File: src/rtl/voice_sched_if.sv
// Handshake bundle between the voice scheduler, its trigger/control source,
// the shared sample generator and the mix consumer.
interface voice_sched_if #(
   parameter int NUM_VOICES = 8,
   parameter int IDX_W      = 3,
   parameter int SMPL_W     = 16
);
   logic                     smpl_rate_trig;
   logic [NUM_VOICES-1:0]    voice_en;
   logic                     gen_start;
   logic [IDX_W-1:0]         gen_voice;
   logic                     gen_done;
   logic signed [SMPL_W-1:0] gen_sample;
   logic signed [SMPL_W-1:0] mix_out;
   logic                     mix_valid;
   logic                     busy;
   logic                     ovr_flag;
   logic                     ovr_clr;
   logic                     timeout_err;

   // Environment side: trigger source, generator and control.
   modport master (
      output smpl_rate_trig, voice_en, gen_done, gen_sample, ovr_clr,
      input  gen_start, gen_voice, mix_out, mix_valid, busy, ovr_flag, timeout_err
   );

   // Scheduler side.
   modport slave (
      input  smpl_rate_trig, voice_en, gen_done, gen_sample, ovr_clr,
      output gen_start, gen_voice, mix_out, mix_valid, busy, ovr_flag, timeout_err
   );
endinterface

File: src/rtl/voice_sched.sv
// Per-sample voice scheduler: walks every voice slot through one shared generator
// and emits a saturated mono mix. Define VOICE_SCHED_TIMEOUT_EN for the per-voice wait timeout.
module voice_sched #(
   parameter int NUM_VOICES  = 8,
   parameter int IDX_W       = 3,
   parameter int SMPL_W      = 16,
   parameter int TIMEOUT_CYC = 255
) (
   input  logic          clk,
   input  logic          reset,
   voice_sched_if.slave  bus
);
   localparam int                      ACC_W    = SMPL_W + IDX_W;
   localparam logic signed [ACC_W-1:0] ACC_MAX  = ACC_W'((1 << (SMPL_W - 1)) - 1);
   localparam logic signed [ACC_W-1:0] ACC_MIN  = ~ACC_MAX;
   localparam logic [IDX_W-1:0]        LAST_IDX = IDX_W'(NUM_VOICES - 1);

   typedef enum logic [2:0] {
      S_IDLE,
      S_START,
      S_WAIT,
      S_ADV,
      S_OUT
   } state_t;

   generate
      if (NUM_VOICES < 2 || (2 ** IDX_W) < NUM_VOICES || TIMEOUT_CYC < 1) begin : g_bad_param
         $error("voice_sched: illegal parameter combination");
      end
   endgenerate

   state_t                    state_q, state_d;
   logic [IDX_W-1:0]          idx_q, idx_d;
   logic signed [ACC_W-1:0]   acc_q, acc_d;
   logic [SMPL_W-1:0]         mix_out_q, mix_out_d;
   logic                      ovr_q, ovr_d;
   logic                      gen_start;

`ifdef VOICE_SCHED_TIMEOUT_EN
   localparam int             CNT_W = $clog2(TIMEOUT_CYC + 1);
   logic [CNT_W-1:0]          wait_cnt_q, wait_cnt_d;
   logic                      timeout_q, timeout_d;
`endif

   function automatic logic [SMPL_W-1:0] clip(input logic signed [ACC_W-1:0] a);
      if (a > ACC_MAX)      return ACC_MAX[SMPL_W-1:0];
      else if (a < ACC_MIN) return ACC_MIN[SMPL_W-1:0];
      else                  return a[SMPL_W-1:0];
   endfunction

   always_comb begin
      // NOTE: every signal written here gets a default first, so no path can infer a latch.
      state_d   = state_q;
      idx_d     = idx_q;
      acc_d     = acc_q;
      mix_out_d = mix_out_q;
      gen_start = 1'b0;
`ifdef VOICE_SCHED_TIMEOUT_EN
      wait_cnt_d = wait_cnt_q;
      timeout_d  = timeout_q;
`endif

      unique case (state_q)
         S_IDLE: begin
            if (bus.smpl_rate_trig) begin
               acc_d   = '0;
               idx_d   = '0;
               state_d = S_START;
            end
         end
         S_START: begin
            if (bus.voice_en[idx_q]) begin
               gen_start = 1'b1;
               state_d   = S_WAIT;
`ifdef VOICE_SCHED_TIMEOUT_EN
               wait_cnt_d = '0;
`endif
            end else begin
               state_d = S_ADV;
            end
         end
         S_WAIT: begin
            // Samples are sign-extended into the wider accumulator so the sum cannot wrap.
            if (bus.gen_done) begin
               acc_d   = acc_q + {{IDX_W{bus.gen_sample[SMPL_W-1]}}, bus.gen_sample};
               state_d = S_ADV;
            end
`ifdef VOICE_SCHED_TIMEOUT_EN
            else if (wait_cnt_q == CNT_W'(TIMEOUT_CYC - 1)) begin
               timeout_d = 1'b1;
               state_d   = S_ADV;
            end else begin
               wait_cnt_d = wait_cnt_q + 1'b1;
            end
`endif
         end
         S_ADV: begin
            if (idx_q == LAST_IDX) begin
               mix_out_d = clip(acc_q);
               state_d   = S_OUT;
            end else begin
               idx_d   = idx_q + 1'b1;
               state_d = S_START;
            end
         end
         S_OUT:   state_d = S_IDLE;
         default: state_d = S_IDLE;
      endcase

      // A trigger during OUT also counts as an overrun; set beats clear.
      ovr_d = ovr_q;
      if (bus.smpl_rate_trig && state_q != S_IDLE) ovr_d = 1'b1;
      else if (bus.ovr_clr)                        ovr_d = 1'b0;
   end

   always_ff @(posedge clk) begin
      // NOTE: sequential state uses non-blocking assignments so every flop samples pre-edge values.
      if (reset) begin
         state_q   <= S_IDLE;
         idx_q     <= '0;
         acc_q     <= '0;
         mix_out_q <= '0;
         ovr_q     <= 1'b0;
`ifdef VOICE_SCHED_TIMEOUT_EN
         wait_cnt_q <= '0;
         timeout_q  <= 1'b0;
`endif
      end else begin
         state_q   <= state_d;
         idx_q     <= idx_d;
         acc_q     <= acc_d;
         mix_out_q <= mix_out_d;
         ovr_q     <= ovr_d;
`ifdef VOICE_SCHED_TIMEOUT_EN
         wait_cnt_q <= wait_cnt_d;
         timeout_q  <= timeout_d;
`endif
      end
   end

   assign bus.gen_start = gen_start;
   assign bus.gen_voice = idx_q;
   assign bus.mix_out   = mix_out_q;
   assign bus.mix_valid = (state_q == S_OUT);
   assign bus.busy      = (state_q != S_IDLE);
   assign bus.ovr_flag  = ovr_q;
`ifdef VOICE_SCHED_TIMEOUT_EN
   assign bus.timeout_err = timeout_q;
`else
   assign bus.timeout_err = 1'b0;
`endif

endmodule

File: src/flat_wrapper.sv
// flat-port wrapper written by rule: the top's interface ports become plain ports
module voice_sched_flat 
#(
   parameter int NUM_VOICES  = 8,
   parameter int IDX_W       = 3,
   parameter int SMPL_W      = 16,
   parameter int TIMEOUT_CYC = 255
)
  (clk, reset, bus_smpl_rate_trig, bus_voice_en, bus_gen_done, bus_gen_sample, bus_ovr_clr, bus_gen_start, bus_gen_voice, bus_mix_out, bus_mix_valid, bus_busy, bus_ovr_flag, bus_timeout_err);
  voice_sched_if #(.NUM_VOICES(NUM_VOICES), .IDX_W(IDX_W), .SMPL_W(SMPL_W)) bus_i ();
  input  logic clk;
  input  logic reset;
  input wire logic [$bits(bus_i.smpl_rate_trig)-1:0] bus_smpl_rate_trig;
  input wire logic [$bits(bus_i.voice_en)-1:0] bus_voice_en;
  input wire logic [$bits(bus_i.gen_done)-1:0] bus_gen_done;
  input wire logic [$bits(bus_i.gen_sample)-1:0] bus_gen_sample;
  input wire logic [$bits(bus_i.ovr_clr)-1:0] bus_ovr_clr;
  output wire logic [$bits(bus_i.gen_start)-1:0] bus_gen_start;
  output wire logic [$bits(bus_i.gen_voice)-1:0] bus_gen_voice;
  output wire logic [$bits(bus_i.mix_out)-1:0] bus_mix_out;
  output wire logic [$bits(bus_i.mix_valid)-1:0] bus_mix_valid;
  output wire logic [$bits(bus_i.busy)-1:0] bus_busy;
  output wire logic [$bits(bus_i.ovr_flag)-1:0] bus_ovr_flag;
  output wire logic [$bits(bus_i.timeout_err)-1:0] bus_timeout_err;
  assign bus_i.smpl_rate_trig = bus_smpl_rate_trig;
  assign bus_i.voice_en = bus_voice_en;
  assign bus_i.gen_done = bus_gen_done;
  assign bus_i.gen_sample = bus_gen_sample;
  assign bus_i.ovr_clr = bus_ovr_clr;
  assign bus_gen_start = bus_i.gen_start;
  assign bus_gen_voice = bus_i.gen_voice;
  assign bus_mix_out = bus_i.mix_out;
  assign bus_mix_valid = bus_i.mix_valid;
  assign bus_busy = bus_i.busy;
  assign bus_ovr_flag = bus_i.ovr_flag;
  assign bus_timeout_err = bus_i.timeout_err;
  voice_sched #(.NUM_VOICES(NUM_VOICES), .IDX_W(IDX_W), .SMPL_W(SMPL_W), .TIMEOUT_CYC(TIMEOUT_CYC)) u_core (.clk(clk), .reset(reset), .bus(bus_i));
endmodule
File: config.mk
export PLATFORM = sky130hd
export DESIGN_NAME = voice_sched_flat
export DESIGN_NICKNAME = d
export VERILOG_FILES = /design/src/rtl/voice_sched_if.sv /design/src/rtl/voice_sched.sv /design/src/flat_wrapper.sv
export SDC_FILE = /design/constraint.sdc
export NUM_CORES = 1
export LEC_CHECK = 0
export ABC_AREA = 1
export CAP_MARGIN = 30
export CORE_UTILIZATION = 52
export DETAILED_ROUTE_END_ITERATION = 8
export PLACE_DENSITY = 0.91
export REMOVE_ABC_BUFFERS = 1
export SLEW_MARGIN = 20
export SYNTH_ARGS = -nofsm -noshare
export SYNTH_HDL_FRONTEND = slang
export SYNTH_SLANG_ARGS = --single-unit
File: constraint.sdc
create_clock -name clk -period 2.2 [get_ports clk]
set_input_delay 0.44 -clock clk [delete_from_list [all_inputs] [get_ports clk]]
set_output_delay 0.44 -clock clk [all_outputs]
set_load 0.02 [all_outputs]
==> summary.md <==
| Metric | Value |
|---|---|
| Global Route Usage Sum | `27.6%` |
| Post-route DRC | `0` |
| Clk sink count | `42` |
| PortBufs | `51` |
| WP data arrival | `2.27 ns` |
| Number of max-cap violations | `0` |
| Top cells by area, synth | `dfxtp_1 (31%), nand2_1 (18%), a21oi_1 (11%), ha_1 (9.3%), nand3_1 (5.8%)` |
| RR Startpoint | `u_core.bus.gen_voice[0]$_SDFFE_PP0P_` |
| First-pass GRT wire length | `between 10 and 15 mm` |
| Post-Layout Cell Count | `549` |
| CP startpoint kind | `input pin` |
| Leakage power | `0.00159 µW` |
| CP required | `2.39 ns` |
| # setup viols final | `0` |
| Max IR drop VDD | `between 0.3 and 0.4 mV` |
| Yosys reg bits | `42` |
| Reg clk slew, reported paths | `around 0.080 ns` |
| Nets | `531` |
| Dominant synthesized flop cell | `dfxtp_1` |
| WL per Instance | `approximately 13 µm` |
| Slowest cell on crit path | `clkdlybuf4s50_1` |
| Hold depth | `2` |
| Vias per cell | `5.33` |
| Minimum clock period | `2.08 ns` |
| Fillers | `slightly above 400` |
| Worst Path Max Fanout | `3` |
| Area growth syn-to-layout | `30.1%` |
| Post-synth top cells | `nand2_1 (127), a21oi_1 (60), dfxtp_1 (42), inv_1 (33), nand3_1 (31)` |
| Clk Latency, worst-skew pair | `around 0.30 ns` |
| YS warnings | `0` |
| Reg2Reg Setup Slack | `0.29 ns` |
| Sw Pwr | `556 µW` |
| Core Footprint | `4850 µm²` |
| Critical Path Start | `bus_gen_sample[0]` |
| Pwr/cell area | `roughly 500 nW/µm²` |
| Initial antenna violation count | `0` |
| Sequential power share | `46.2%` |
| Post-synthesis async set-or-reset flop share | `0%` |
| Via Count | `2927` |
| Average size of a mapped cell | `around 6.5 µm²` |
| Post-synthesis instance total | `411` |
| Post-DP HPWL | `5.34 mm` |
| Fin. max-slew vios | `0` |
| Reg2Reg Depth | `6` |
| Routability congestion estimate | `between 0.9 and 1` |
| Most frequent CP cell | `nand3_1` |
| Post-synth EDFFs | `0` |
| Classification of the worst setup path | `input pin to flop` |
| Hold violation total from the final report | `0` |
| Diode count | `0` |
| Tcrit/Tclk final | `94.4%` |
| Vias in the first global route | `2765` |
| Buffer and inverter count on the worst path | `1` |
| Clk buf depth | `2` |
| # hold bufs at CTS | `0` |
| Reg-to-Reg End | `u_core.bus.mix_out[5]$_SDFFE_PP0P_` |
| # H-tree levels | `2` |
| Skew final | `between 0.004 and 0.005 ns` |
| Clock Power Share | `28.9%` |
| Mapped Area | `2690 µm²` |
| HP Class | `flop to flop` |
| Chip width | `about 74 µm` |
| DR pass1 iterations | `5` |
| RSZ-0062 raised after global routing | `false` |
| Worst hold endpoint | `u_core.bus.mix_out[8]$_SDFFE_PP0P_` |
| Layout cell share with drive strength beyond 1 | `8.71%` |
| Hold_sp | `u_core.bus.mix_out[8]$_SDFFE_PP0P_` |
| Status | `complete, no violations` |
| Synth top area share | `31.3%` |
| Final WL | `7.03 mm` |
| FP Rows | `25` |
| Total grt overflow | `0` |
| Worst-path cell chain | `clkdlybuf4s50_1 -> ha_1 -> fa_2 -> nand3_1 -> nand3_1 -> nand2_1 -> nand2_1 -> or2_2 -> nand3_1 -> a21oi_1` |
| Post-CTS setup buffers | `0` |
| Count of cell types in the netlist | `30` |
| Switch share | `31.8%` |
| Antenna Nets Post-Route | `0` |
| Register area share after synthesis | `31.3%` |
| Placed cells | `541` |
| Hold_ws | `0.470 ns` |
| Root buf cell | `clkbuf_8` |
| Max Fclk | `481 MHz` |
| Synth area leader | `dfxtp_1` |
| Logic pwr share | `between 20% and 30%` |
| P_int | `between 1000 and 1500 µW` |
| IO Count | `53` |
| Most frequent cell after synthesis | `nand2_1` |
| Full die area | `5460 µm²` |
| Pin count of the biggest net entering global routing | `22` |
| Cell family with most CP delay | `simple AND/OR/NAND/NOR gates` |
| Slowest stage delay, CP | `0.41 ns` |
| Drt initial violations | `229` |
| TritonCTS clock tree | `yes` |
| Tot Pwr | `~1700 µW` |
| Initial core utilization | `55.4%` |
| Clock buffer count from CTS | `5` |
| Crit. End Element | `flop` |
| Die height | `73.9 µm` |
-- layer usage --
metal	wire length (µm)	global-route usage (%)	share of wire, %
met4	192	10.3	2.7
met5	0	0	0
met2	3370	49.5	48
met1	3190	33.3	45
met3	270	3.57	3.8
-- flip-flops by register name (all words and copies together) (netlist names) --
register,cells
u_core.acc_q,19
u_core.bus.gen_voice,3
u_core.bus.mix_out,16
u_core.bus.ovr_flag,1
u_core.state_q,3
-- logic make-up after synthesis --
| kind of cell | after synthesis | synth area share, % |
|---|---|---|
| and+or+nand+nor | 205 | 32.2 |
| AOI/OAI and AO/OA | 91 | 17.7 |
| buffers and inverters | 46 | 6.94 |
| DFF | 42 | 31.3 |
| adders and majority gates | 21 | 10.1 |
| xor gates and xnor gates | 4 | 1.30 |
| other | 1 | 0.140 |
| muxes | 1 | 0.373 |
-- worst reg2reg max path, cell delays in order, from the launching register on --
cell and delay (ns):
dfxtp_1 0.46, ha_1 0.19, ha_1 0.23, nand2_4 0.19
a21oi_4 0.42, o21ai_0 0.18, a21oi_1 0.17
-- how the worst max path moves through the flow --
| stage | end | slack (ns) | cells past startpoint |
|---|---|---|---|
| global route | u_core.acc_q[16]$_SDFFE_PP0P_ | 0.002 | 12 |
| CTS | bus_gen_start | 0.002 | 8 |
| finish | u_core.acc_q[6]$_SDFFE_PP0P_ | 0.12 | 10 |
| detailed placement | bus_gen_start | -0.30 | 8 |
| floorplan | u_core.acc_q[6]$_SDFFE_PP0P_ | 0.30 | 9 |
| global placement | bus_gen_start | -0.22 | 8 |
-- per-stage QoR --
step	TNS, ns	util, %	area (µm²)	setup slack (ns)
floorplan	0	-	2630	0.297
global route	0	72.1	3490	0.00223
finish	0	72.1	3490	0.122
detailed placement	-1.72	70.1	3400	-0.305
global placement	-1.16	70.1	3400	-0.219
CTS	0	71.9	3490	0.00243
-- timing repair --
item | CTS | global route
setup endpoints to repair | 1 | 7
gates resized for setup | 2 | 4
endpoints found under the hold margin | 0 | 0
-- cells in the final DEF, fill, tap and decap left out --
| master | instances |
|---|---|
| a211oi_1 | 1 |
| a21oi_1 | 59 |
| a21oi_2 | 1 |
| a21oi_4 | 1 |
| buf_4 | 23 |
| clkbuf_2 | 1 |
| clkbuf_8 | 5 |
| clkdlybuf4s50_1 | 50 |
| clkinv_1 | 1 |
| clkinv_2 | 1 |
| clkinv_4 | 1 |
| clkinvlp_4 | 1 |
| conb_1 | 1 |
| dfxtp_1 | 42 |
| fa_2 | 1 |
| ha_1 | 20 |
| inv_1 | 33 |
| inv_2 | 1 |
| mux2i_1 | 1 |
| nand2_1 | 127 |
| nand2_4 | 1 |
| nand3_1 | 30 |
| nand3_2 | 1 |
| nand3b_1 | 4 |
| nor2_1 | 30 |
| nor3_1 | 6 |
| nor3_4 | 1 |
| nor3b_1 | 1 |
| o211ai_1 | 1 |
| o21ai_0 | 16 |
| o21ai_1 | 10 |
| o22ai_1 | 2 |
| or2_2 | 3 |
| or3_1 | 1 |
| xor2_1 | 4 |
-- area by class of cell --
type	count	area [µm²]	share of cell area, %
multi-input cells	323	1670	47.8
flip-flops and latches	42	841	24.1
repair buffers	74	678	19.4
inverters	35	131	3.76
well taps	67	83.8	2.40
clock buffers	5	68.8	1.97
clock inverters	3	21.3	0.609
-- power by group through the flow --
stage	Sequential (µW)	Clock (µW)	Combinational, µW
2_1_floorplan	826	0	239
3_3_place_gp	824	0	421
3_5_place_dp	825	0	431
4_1_cts	807	516	433
5_1_grt	812	539	483
6_report	808	505	437
(Power assumes the default switching activity.)
